--- config.mk ---
export PLATFORM = sky130hd
export DESIGN_NAME = modulo_mostrar_resultado_flat
export DESIGN_NICKNAME = d
export VERILOG_FILES = /design/src/rtl/calc_pkg.sv /design/src/rtl/modulo_mostrar_resultado_if.sv /design/src/rtl/contador_permanencia.sv /design/src/rtl/modulo_mostrar_resultado.sv /design/src/flat_wrapper.sv
export SDC_FILE = /design/constraint.sdc
export NUM_CORES = 1
export LEC_CHECK = 0
export ABC_AREA = 1
export BUFFER_PORTS_ARGS = -buffer_cell sky130_fd_sc_hd__buf_2
export CORE_ASPECT_RATIO = 2
export CORE_MARGIN = 1.5
export CORE_UTILIZATION = 54
export DETAILED_ROUTE_END_ITERATION = 8
export GPL_ROUTABILITY_DRIVEN = 0
export GPL_TIMING_DRIVEN = 0
export PLACE_DENSITY_LB_ADDON = 0.2
export SETUP_SLACK_MARGIN = 0.1
export SYNTH_ARGS = -nofsm -noshare
export SYNTH_HDL_FRONTEND = slang
export SYNTH_SLANG_ARGS = --single-unit
--- constraint.sdc ---
create_clock -name clk -period 1.7 [get_ports clk]
set_input_delay 0.255 -clock clk [delete_from_list [all_inputs] [get_ports clk]]
set_output_delay 0.255 -clock clk [all_outputs]
set_load 0.01 [all_outputs]
--- src/rtl/calc_pkg.sv ---
// Shared definitions for the calculator digit paths: FSM state encoding,
// display codes and BCD digit width. The digit-entry FSM imports it too.
package calc_pkg;

   localparam int unsigned BCD_W = 4;

   // Display codes driven on the digit bus instead of a real digit
   localparam logic [BCD_W-1:0] BLANK = 4'hF;
   localparam logic [BCD_W-1:0] ERR   = 4'hE;

   typedef enum logic [1:0] {
      ESPERAR = 2'd0,
      ENABLE  = 2'd1,
      MOSTRAR = 2'd2,
      FIN     = 2'd3
   } estado_t;

endpackage

--- src/rtl/modulo_mostrar_resultado_if.sv ---
// Result handshake plus per-digit display bus of the result output path.
// master: result producer / display consumer; slave: modulo_mostrar_resultado.
interface modulo_mostrar_resultado_if #(
   parameter int unsigned DIGITS = 4
) ();

   localparam int unsigned POS_W = $clog2(DIGITS);

   logic                            resultado_valid;
   logic [calc_pkg::BCD_W*DIGITS-1:0] resultado;
   logic                            resultado_ready;
   logic [calc_pkg::BCD_W-1:0]      digito;
   logic [POS_W-1:0]                digito_pos;
   logic                            digito_en;
   logic                            mostrar;
   logic                            fin;
   logic                            error;

   modport master (
      output resultado_valid,
      output resultado,
      input  resultado_ready,
      input  digito,
      input  digito_pos,
      input  digito_en,
      input  mostrar,
      input  fin,
      input  error
   );

   modport slave (
      input  resultado_valid,
      input  resultado,
      output resultado_ready,
      output digito,
      output digito_pos,
      output digito_en,
      output mostrar,
      output fin,
      output error
   );

endinterface

--- src/rtl/contador_permanencia.sv ---
// Digit-slot hold counter. Cleared during the slot's enable cycle, so the
// terminal flag marks the last cycle of a HOLD_CYCLES-long slot.
module contador_permanencia #(
   parameter int unsigned HOLD_CYCLES = 4
) (
   input  logic clk,
   input  logic reset,
   input  logic i_clear,
   input  logic i_enable,
   output logic o_terminal
);

   localparam int unsigned CNT_W = (HOLD_CYCLES > 2) ? $clog2(HOLD_CYCLES) : 1;
   // The enable cycle is not counted here, and the count starts at 0 on the
   // first hold cycle: the last slot cycle therefore sees HOLD_CYCLES-2.
   localparam logic [CNT_W-1:0] TC = CNT_W'(HOLD_CYCLES - 2);

   logic [CNT_W-1:0] r_cnt;

   // Count hold cycles, saturating at the terminal value
   always_ff @(posedge clk) begin
      if (!reset) begin
         r_cnt <= '0;
      end else if (i_clear) begin
         r_cnt <= '0;
      end else if (i_enable && !o_terminal) begin
         r_cnt <= r_cnt + CNT_W'(1);
      end
   end

   assign o_terminal = (r_cnt == TC);

endmodule

--- src/rtl/modulo_mostrar_resultado.sv ---
// Result display sequencer: accepts a BCD result, then presents its digits
// MS first, one HOLD_CYCLES slot each, with leading-zero blanking and
// non-BCD flagging. All outputs are registered.
module modulo_mostrar_resultado
   import calc_pkg::*;
#(
   parameter int unsigned DIGITS      = 4,
   parameter int unsigned HOLD_CYCLES = 4,
   parameter bit          BLANK_ZEROS = 1'b1
) (
   input logic                       clk,
   input logic                       reset,
   modulo_mostrar_resultado_if.slave bus
);

   localparam int unsigned POS_W  = $clog2(DIGITS);
   localparam int unsigned RES_W  = BCD_W * DIGITS;
   localparam logic [POS_W-1:0] POS_MS = POS_W'(DIGITS - 1);

   estado_t          r_estado;
   logic [RES_W-1:0] r_resultado;
   logic [POS_W-1:0] r_pos;
   logic [BCD_W-1:0] r_digito;
   logic             r_en;
   logic             r_mostrar;
   logic             r_fin;
   logic             r_error;
   logic             r_ready;

   logic             w_accept;
   logic             w_terminal;
   logic [POS_W-1:0] w_pos_next;
   logic [BCD_W:0]   w_vista_next;
   logic [BCD_W:0]   w_vista_acc;

   function automatic logic [BCD_W-1:0] extraer_digito(input logic [RES_W-1:0] res,
                                                        input logic [POS_W-1:0] pos);
      logic [BCD_W-1:0] d;
      d = '0;
      for (int unsigned i = 0; i < DIGITS; i++) begin
         if (pos == POS_W'(i)) d = res[BCD_W*i +: BCD_W];
      end
      return d;
   endfunction

   // True when the digit at pos and every more significant digit are 0
   function automatic logic ceros_superiores(input logic [RES_W-1:0] res,
                                             input logic [POS_W-1:0] pos);
      logic z;
      z = 1'b1;
      for (int unsigned i = 0; i < DIGITS; i++) begin
         if (POS_W'(i) >= pos && res[BCD_W*i +: BCD_W] != '0) z = 1'b0;
      end
      return z;
   endfunction

   function automatic logic hay_error(input logic [RES_W-1:0] res);
      logic e;
      e = 1'b0;
      for (int unsigned i = 0; i < DIGITS; i++) begin
         if (res[BCD_W*i +: BCD_W] > 4'd9) e = 1'b1;
      end
      return e;
   endfunction

   // Returns {mostrar, digito} for one slot; a non-BCD digit is nonzero,
   // so it also stops blanking of the digits below it.
   function automatic logic [BCD_W:0] vista(input logic [RES_W-1:0] res,
                                            input logic [POS_W-1:0] pos);
      logic [BCD_W-1:0] d;
      d = extraer_digito(res, pos);
      if (d > 4'd9) return {1'b1, ERR};
      if (BLANK_ZEROS && pos != '0 && ceros_superiores(res, pos)) return {1'b0, BLANK};
      return {1'b1, d};
   endfunction

   // Slot contents prepared one cycle ahead so they are stable from ENABLE on
   always_comb begin
      w_accept     = r_ready & bus.resultado_valid;
      w_pos_next   = r_pos - POS_W'(1);
      w_vista_next = vista(r_resultado, w_pos_next);
      w_vista_acc  = vista(bus.resultado, POS_MS);
   end

   contador_permanencia #(
      .HOLD_CYCLES (HOLD_CYCLES)
   ) u_contador (
      .clk        (clk),
      .reset      (reset),
      .i_clear    (r_estado == ENABLE),
      .i_enable   (r_estado == MOSTRAR),
      .o_terminal (w_terminal)
   );

   // Sequencer FSM with registered outputs
   always_ff @(posedge clk) begin
      if (!reset) begin
         r_estado    <= ESPERAR;
         r_resultado <= '0;
         r_pos       <= '0;
         r_digito    <= '0;
         r_en        <= 1'b0;
         r_mostrar   <= 1'b0;
         r_fin       <= 1'b0;
         r_error     <= 1'b0;
         r_ready     <= 1'b1;
      end else begin
         r_en  <= 1'b0;
         r_fin <= 1'b0;
         case (r_estado)
            ESPERAR: begin
               if (w_accept) begin
                  r_resultado             <= bus.resultado;
                  r_pos                   <= POS_MS;
                  {r_mostrar, r_digito}   <= w_vista_acc;
                  r_error                 <= hay_error(bus.resultado);
                  r_en                    <= 1'b1;
                  r_ready                 <= 1'b0;
                  r_estado                <= ENABLE;
               end
            end
            ENABLE: begin
               r_estado <= MOSTRAR;
            end
            MOSTRAR: begin
               if (w_terminal) begin
                  if (r_pos == '0) begin
                     r_mostrar <= 1'b0;
                     r_fin     <= 1'b1;
                     r_estado  <= FIN;
                  end else begin
                     r_pos                 <= w_pos_next;
                     {r_mostrar, r_digito} <= w_vista_next;
                     r_en                  <= 1'b1;
                     r_estado              <= ENABLE;
                  end
               end
            end
            FIN: begin
               r_ready  <= 1'b1;
               r_estado <= ESPERAR;
            end
            default: begin
               r_estado <= ESPERAR;
            end
         endcase
      end
   end

   assign bus.resultado_ready = r_ready;
   assign bus.digito          = r_digito;
   assign bus.digito_pos      = r_pos;
   assign bus.digito_en       = r_en;
   assign bus.mostrar         = r_mostrar;
   assign bus.fin             = r_fin;
   assign bus.error           = r_error;

endmodule

--- src/flat_wrapper.sv ---
// flat-port wrapper written by rule: the top's interface ports become plain ports
module modulo_mostrar_resultado_flat import calc_pkg::*;
#(
   parameter int unsigned DIGITS      = 4,
   parameter int unsigned HOLD_CYCLES = 4,
   parameter bit          BLANK_ZEROS = 1'b1
)
  (clk, reset, bus_resultado_valid, bus_resultado, bus_resultado_ready, bus_digito, bus_digito_pos, bus_digito_en, bus_mostrar, bus_fin, bus_error);
  modulo_mostrar_resultado_if #(.DIGITS(DIGITS)) bus_i ();
  input logic clk;
  input logic reset;
  input wire logic [$bits(bus_i.resultado_valid)-1:0] bus_resultado_valid;
  input wire logic [$bits(bus_i.resultado)-1:0] bus_resultado;
  output wire logic [$bits(bus_i.resultado_ready)-1:0] bus_resultado_ready;
  output wire logic [$bits(bus_i.digito)-1:0] bus_digito;
  output wire logic [$bits(bus_i.digito_pos)-1:0] bus_digito_pos;
  output wire logic [$bits(bus_i.digito_en)-1:0] bus_digito_en;
  output wire logic [$bits(bus_i.mostrar)-1:0] bus_mostrar;
  output wire logic [$bits(bus_i.fin)-1:0] bus_fin;
  output wire logic [$bits(bus_i.error)-1:0] bus_error;
  assign bus_i.resultado_valid = bus_resultado_valid;
  assign bus_i.resultado = bus_resultado;
  assign bus_resultado_ready = bus_i.resultado_ready;
  assign bus_digito = bus_i.digito;
  assign bus_digito_pos = bus_i.digito_pos;
  assign bus_digito_en = bus_i.digito_en;
  assign bus_mostrar = bus_i.mostrar;
  assign bus_fin = bus_i.fin;
  assign bus_error = bus_i.error;
  modulo_mostrar_resultado #(.DIGITS(DIGITS), .HOLD_CYCLES(HOLD_CYCLES), .BLANK_ZEROS(BLANK_ZEROS)) u_core (.clk(clk), .reset(reset), .bus(bus_i));
endmodule
==> metrics.md, run 1 <==
| Metric | Value |
|---|---|
| Status | complete, no violations |
| First-pass GRT wire length | between 6000 and 7000 microns |
| Die Wd | around 41 microns |
| Root Driver | clkbuf_8 |
| Required time worst endpoint | ~1.9 ns |
| Initial core utilization | 56.4% |
| FP Rows | 27 |
| Slew @ Worst Pin | ~0.45 ns |
| Critical path arrival | around 1.7 ns |
| Compound-Gate Fraction of Synth Area | ~20% |
| Final core occ | a little under 70% |
| Vias in the first global route | around 1500 |
| Final WL | 3970 microns |
| DR pass1 iterations | 4 |
| Syn nets | 246 |
| Hold WC Path Type | in -> reg |
| Post-synthesis mux area share | 0% |
| Setup violators final | 0 |
| Critical-path top delay cell | dfxtp_4 |
| Area leader, netlist | dfxtp_1 |
| Area growth from synthesis to layout | 22.3% |
| Die H | roughly 80 microns |
| Share of the synthesized area in the top cell type | about two fifths |
| Most common cell after layout, fill and taps aside | nor2_1 |
| Syn_area_per_cell | approximately 7.0 sq um |
| Clk slew on worst S/H paths | roughly 0.060 ns |
| Crit Path Max Fanout | 5 |
| Largest net degree at the start of global routing | 11 |
| Placed instance area | ~1700 sq um |
| Critical Path Max Stage Delay | ~0.38 ns |
| Synth Area in Adders | between 4 and 5% |
| Max Root-Sink Buffers | 2 |
| Initial antenna violation count | 0 |
| Insertion delay to the later sink of the worst-skew pair | about 0.28 ns |
| Crit Path Category | reg -> reg |
| Worst VDD drop | about 920 uV |
| # DRC | 0 |
| RSZ-0062 raised after global routing | no |
| Final Hold Viols | 0 |
| Total gr overflow | 0 |
| Cell Area, Synth | ~1500 sq um |
| Htree depth | 2 |
| CTS Buf Count | 5 |
| LEAKAGE | approximately 0.90 nW |
| CP top delay family | simple AND/OR/NAND/NOR gates |
| Post-Synth XOR/XNOR Area | 0% |
| Clock Sinks | 31 |
| Crit path launch type | flip-flop |
| Largest family of logic cells by synthesized area | simple AND/OR/NAND/NOR gates |
| Vias/cell | between 5 and 6 |
| GRT Overall Usage | about 28% |
| # diodes | 0 |
| Reg area | 628 sq um |
| Worst path cell trace | inv_2 -> ha_4 -> nor2_1 -> nand2_1 -> nor2_1 -> nand3_1 -> nand2_2 -> nor2_1 -> nand2_1 -> nand2_1 -> a21oi_1 |
| Std-Cell Core Area | 2740 sq um |
| Unique masters post-synth | 25 |
| Setup TNS Final | 0 ns |
| ANT nets after route | 0 |
| Fmax | just under 700 MHz |
| Worst slack, placed | ~0.056 ns |
| I/O pin cnt | 30 |
| Cells after synthesis | roughly 220 |
| Most frequent cells in the layout | 36 x nor2_1, 32 x buf_2, 32 x nand2_1 |
| Synth Warn # | 0 |
| Initial DRC Count | 38 |
| Setup slack after layout | between 0.2 and 0.25 ns |
| Area contributors post-synth | dfxtp_1 40%, o21ai_0 10%, nor2_1 9.0%, nand2_1 8.3%, a21oi_1 7.5% |
| Port bufs | 29 |
| Clock skew | approximately 0.0059 ns |
| Net count reported at finish | ~280 |
| Post-route cell area | ~1900 sq um |
| Buf/Inv on CP | 1 |
| Full die area | approximately 3200 sq um |
| Area of the multi-input gates | between 800 and 900 sq um |
| Share of cells above drive strength 1 | between 20% and 30% |
| Power Dens Cells | between 1000 and 1500 nW/um^2 |
| Relative max-transition margin | a little over two thirds |
| Filler cell count | 257 |
| Max-cap check violation count | 0 |
| Routed len/inst | ~14 microns |
| Sequential share of the synthesized area | between 40% and 50% |
| Tcrit/Tclk final | between 80 and 90% |
| Final slew viol count | 0 |
| Seq cells post-synth | 31 |
| TritonCTS clock tree | yes |
| CP endpoint kind | flip-flop |
| HPWL Detailed | roughly 2900 microns |
| Synth Area in Simple Gates | about a quarter |
| Routed vias | around 1500 |
| Final Critical Period | 1.48 ns |
-- kinds of logic after synthesis --
logic type	Yosys count
adder cells (fa/ha/maj)	6
buffers and inverters	35
flip-flops	31
AO/OA/AOI/OAI	60
AND/OR/NAND/NOR	89
-- state kept, by name, indices dropped and copies added (netlist names) --
name and cells:
u_core.bus.mostrar 1, u_core.bus.digito_pos 2, u_core.r_resultado 16, u_core.bus.digito_en 1, u_core.bus.digito 4, u_core.r_estado 2, u_core.bus.fin 1, u_core.bus.error 1
u_core.bus.resultado_ready 1, u_core.u_contador.r_cnt 2
-- report_power, final --
part	leakage (nW)	switching (mW)	total (mW)	internal, mW
sequential	0.257	0.0897	0.944	0.855
combinational	0.597	0.495	0.789	0.294
clock	0.0422	0.262	0.549	0.287
total	0.896	0.847	2.28	1.43
-- cell type report --
type / instances / share of cell area, %
multi-input cells: 155 / 44.9
plain buffers: 6 / 1.72
clock buffers: 7 / 4.05
inverters: 29 / 5.90
repair buffers: 30 / 7.96
clock inverters: 1 / 0.265
flip-flops and latches: 31 / 33.3
well taps: 29 / 1.92
-- path summary, 6_finish.rpt --
check                      startpoint                    end  slack (ns)  depth (start not counted)
max reg2reg  u_core.bus.digito_pos[1]   u_core.bus.digito[2]        0.22                         11
min reg2reg     u_core.r_resultado[5]  u_core.r_resultado[5]        0.47                          2
min                  bus_resultado[4]  u_core.r_resultado[4]        0.22                          3
max          u_core.bus.digito_pos[1]   u_core.bus.digito[2]        0.22                         11
-- per-layer routing --
metal	track usage (%)	vias to the layer above	routed length, microns
li1	-	788	-
met1	27.6	705	1560
met2	47.0	42	2130
met3	6.78	13	136
met4	14.3	0	143
met5	0	-	0
-- cell usage after synthesis --
library cell	instances
nor3_1	1
inv_2	4
buf_2	2
nand3_1	10
o21bai_1	1
clkbuf_1	3
nand2_1	34
o21ai_1	1
buf_4	1
nand2_2	1
or2_0	1
nor2_1	37
nand2_4	1
o22ai_1	1
o21ai_0	31
ha_1	6
dfxtp_1	31
o21ai_2	1
a41oi_1	1
a31oi_1	1
nand4_4	1
a21oi_1	23
nor2_4	2
inv_1	25
nand3b_1	1
-- per-stage QoR --
stage,instances,hold slack (ns),power [mW]
after floorplan,221,0.366,1.45
after global placement,279,0.447,1.64
after detailed placement,279,0.463,1.66
after CTS,287,0.220,2.21
after global routing,288,0.233,2.44
final,288,0.219,2.28
-- what timing repair did --
item                       4_1_cts  5_1_grt
hold buffers                     0        0
resized for setup                4       19
buffers inserted                 0        0
pin swaps                        1        2
setup endpoints to repair        4        5
gates cloned                     0        1
-- worst register-to-register path: stages, from the launching register on --
cell,delay (ns)
dfxtp_4,0.38
inv_2,0.07
ha_4,0.18
nor2_1,0.08
nand2_1,0.05
nor2_1,0.09
nand3_1,0.14
nand2_2,0.13
nor2_1,0.05
nand2_1,0.05
nand2_1,0.05
a21oi_1,0.12
(Power assumes the default switching activity.)
==> inputs of run 2 (changes only) <==
Settings changed: CORE_UTILIZATION 54 to 49.
Clock period 1.7 ns to 1.3 ns, I/O delays scaled along.
==> run 2 against run 1 <==
Compared with the run above: first-iteration DRC count increased by 24%; sequential power increased by 32%; sequential share of layout area decreased by 3.4 points; global-route usage decreased by 0.83 points; largest power group is now combinational cells; the run now ends with negative setup slack left.
==> metrics.md, run 2 (synthesized netlist as in run 1, its figures left out) <==
| Metric | Value |
|---|---|
| Status | complete, but fails checks (was complete, no violations) |
| Failing checks | negative setup slack |
| Relative max-transition margin | 74.1% (was 70.2%) |
| Slew @ Worst Pin | 0.388 ns (was 0.448 ns) |
| TritonCTS clock tree | yes (unchanged) |
| Hold WC Path Type | in -> reg (unchanged) |
| Largest net degree at the start of global routing | 11 (unchanged) |
| Port bufs | 29 (unchanged) |
| Full die area | 3510 sq um (was 3210 sq um) |
| Placed instance area | 1800 sq um (was 1720 sq um) |
| Most common cell after layout, fill and taps aside | nor2_1 (unchanged) |
| Worst VDD drop | 1100 uV (was 923 uV) |
| CTS Buf Count | 5 (unchanged) |
| Vias in the first global route | 1632 (was 1450) |
| Max Root-Sink Buffers | 2 (unchanged) |
| FP Rows | 28 (was 27) |
| Final Hold Viols | 0 (unchanged) |
| Die Wd | 42.7 microns (was 40.8 microns) |
| LEAKAGE | 1.01 nW (was 0.896 nW) |
| Most frequent cells in the layout | 34 x nor2_1, 31 x nand2_1, 29 x buf_2 (was 36 x nor2_1, 32 x buf_2, 32 x nand2_1) |
| Non-filler cells, final | 302 (was 288) |
| RSZ-0062 raised after global routing | yes (was no) |
| Routed vias | 1610 (was 1548) |
| Total gr overflow | 0 (unchanged) |
| Crit Path Max Fanout | 5 (unchanged) |
| Post-route cell area | 2110 sq um (was 1890 sq um) |
| # diodes | 0 (unchanged) |
| Die H | 82.4 microns (was 78.6 microns) |
| Power Dens Cells | 1560 nW/um^2 (was 1210 nW/um^2) |
| Initial antenna violation count | 0 (unchanged) |
| Routed len/inst | 14.4 microns (was 13.8 microns) |
| HPWL Detailed | 3070 microns (was 2870 microns) |
| Tcrit/Tclk final | 112% (was 86.9%) |
| Initial core utilization | 51.8% (was 56.4%) |
| Required time worst endpoint | 1.47 ns (was 1.91 ns) |
| Number of flip-flops in the largest register | 16 (unchanged) |
| Net count reported at finish | 296 (was 283) |
| ANT nets after route | 0 (unchanged) |
| Reg area | 632 sq um (was 628 sq um) |
| First-pass GRT wire length | 7040 microns (was 6100 microns) |
| Area growth from synthesis to layout | 36.8% (was 22.3%) |
| Area of the multi-input gates | 901 sq um (was 847 sq um) |
| Hold-fix buffers, CTS | 0 (unchanged) |
| Insertion delay to the later sink of the worst-skew pair | 0.29 ns (was 0.28 ns) |
| Setup slack after layout | -0.152 ns (was 0.223 ns) |
| Htree depth | 2 (unchanged) |
| Fmax | 689 MHz (was 677 MHz) |
| Crit path launch | u_core.bus.digito_pos[0] (was u_core.bus.digito_pos[1]) |
| Largest Register | u_core.r_resultado (unchanged) |
| FF-to-FF setup slack | -0.15 ns (was 0.22 ns) |
| Clock skew | 0.00738 ns (was 0.00587 ns) |
| Max-cap check violation count | 0 (unchanged) |
| RR Startpoint | u_core.bus.digito_pos[0] (was u_core.bus.digito_pos[1]) |
| Critical path arrival | 1.62 ns (was 1.69 ns) |
| Crit Path Category | reg -> reg (unchanged) |
| Worst hold start | bus_resultado[1] (was bus_resultado[4]) |
| # DRC | 0 (unchanged) |
| Clk slew on worst S/H paths | 0.07 ns (was 0.06 ns) |
| Final WL | 4360 microns (was 3970 microns) |
| Share of cells above drive strength 1 | 35.3% (was 24.7%) |
| Filler cell count | 245 (was 257) |
| Final slew viol count | 0 (unchanged) |
| Crit path launch type | flip-flop (unchanged) |
| Root Driver | clkbuf_8 (unchanged) |
| Initial DRC Count | 47 (was 38) |
| Placed insts | 280 (was 279) |
| Final Critical Period | 1.45 ns (was 1.48 ns) |
| I/O pin cnt | 30 (unchanged) |
| DR pass1 iterations | 4 (unchanged) |
| CP endpoint kind | flip-flop (unchanged) |
| Vias/cell | 5.33 (was 5.38) |
| Std-Cell Core Area | 2980 sq um (was 2740 sq um) |
| Clock Sinks | 31 (unchanged) |
| Setup violators final | 7 (was 0) |
| GRT Overall Usage | 26.7% (was 27.5%) |
==> run 2: cell types whose count changed in the layout (fill, tap and decap cells not counted), sizes merged <==
cell and delta:
buf +12, clkbuf -1, inv +1, nand2 +1
==> run 2: cell type report <==
type / count / area share, %
clock buffer: 6 / 3.44
buffer: 6 / 2.85
tap: 30 / 1.78
multi-input combinational: 156 / 42.7
sequential: 31 / 29.9
inverter: 29 / 6.11
clock inverter: 2 / 0.533
timing repair buffer: 42 / 12.7
==> run 2: worst paths after layout <==
check | endpoint | cells past startpoint
worst max register to register | u_core.bus.digito[2] | 10
worst max-delay path | u_core.bus.digito[2] | 10
worst min-delay path | u_core.r_resultado[1] | 3
worst min register to register | u_core.u_contador.r_cnt[0] | 2
==> run 2: per-stage QoR <==
stage               setup TNS (ns)  utilization, %  power [mW]  hold slack (ns)  setup slack [ns]
floorplan                  -0.0263               -        1.97            0.296          -0.00879
global placement            -0.531            60.5        2.23            0.446            -0.144
detailed placement          -0.585            60.5        2.25            0.460            -0.134
CTS                         -0.520            65.0        3.06            0.174            -0.125
global route                 -1.27            70.9        3.49            0.203            -0.252
finish                      -0.698            70.9        3.28            0.166            -0.152
==> run 2: critical path, stage by stage (launching register included) <==
cell and delay, ns:
dfxtp_4 0.40, inv_6 0.05, ha_4 0.18, a21oi_2 0.11, nand2_1 0.10, a21oi_2 0.16, nand2_1 0.08, nand2_2 0.09
nand2_1 0.05, nand2_1 0.07, a21oi_2 0.05
==> run 2: power by group <==
group          total [mW]  switching (mW)  internal (mW)
clock network       0.754           0.379          0.375
logic                1.28           0.732          0.550
registers            1.25           0.127           1.12
==> run 2: layer usage <==
| metal | up-vias | wire [microns] | track usage (%) |
|---|---|---|---|
| met2 | 40 | 2470 | 50.9 |
| met5 | - | 0 | 0 |
| li1 | 813 | - | - |
| met1 | 739 | 1560 | 25.1 |
| met4 | 0 | 207 | 17.5 |
| met3 | 18 | 121 | 4.57 |
==> run 2: timing repair <==
item | 4_1_cts | 5_1_grt
gates resized for setup | 11 | 33
pin swaps | 4 | 5
setup buffers | 3 | 9
cloned | 1 | 1
setup endpoints to repair | 26 | 26
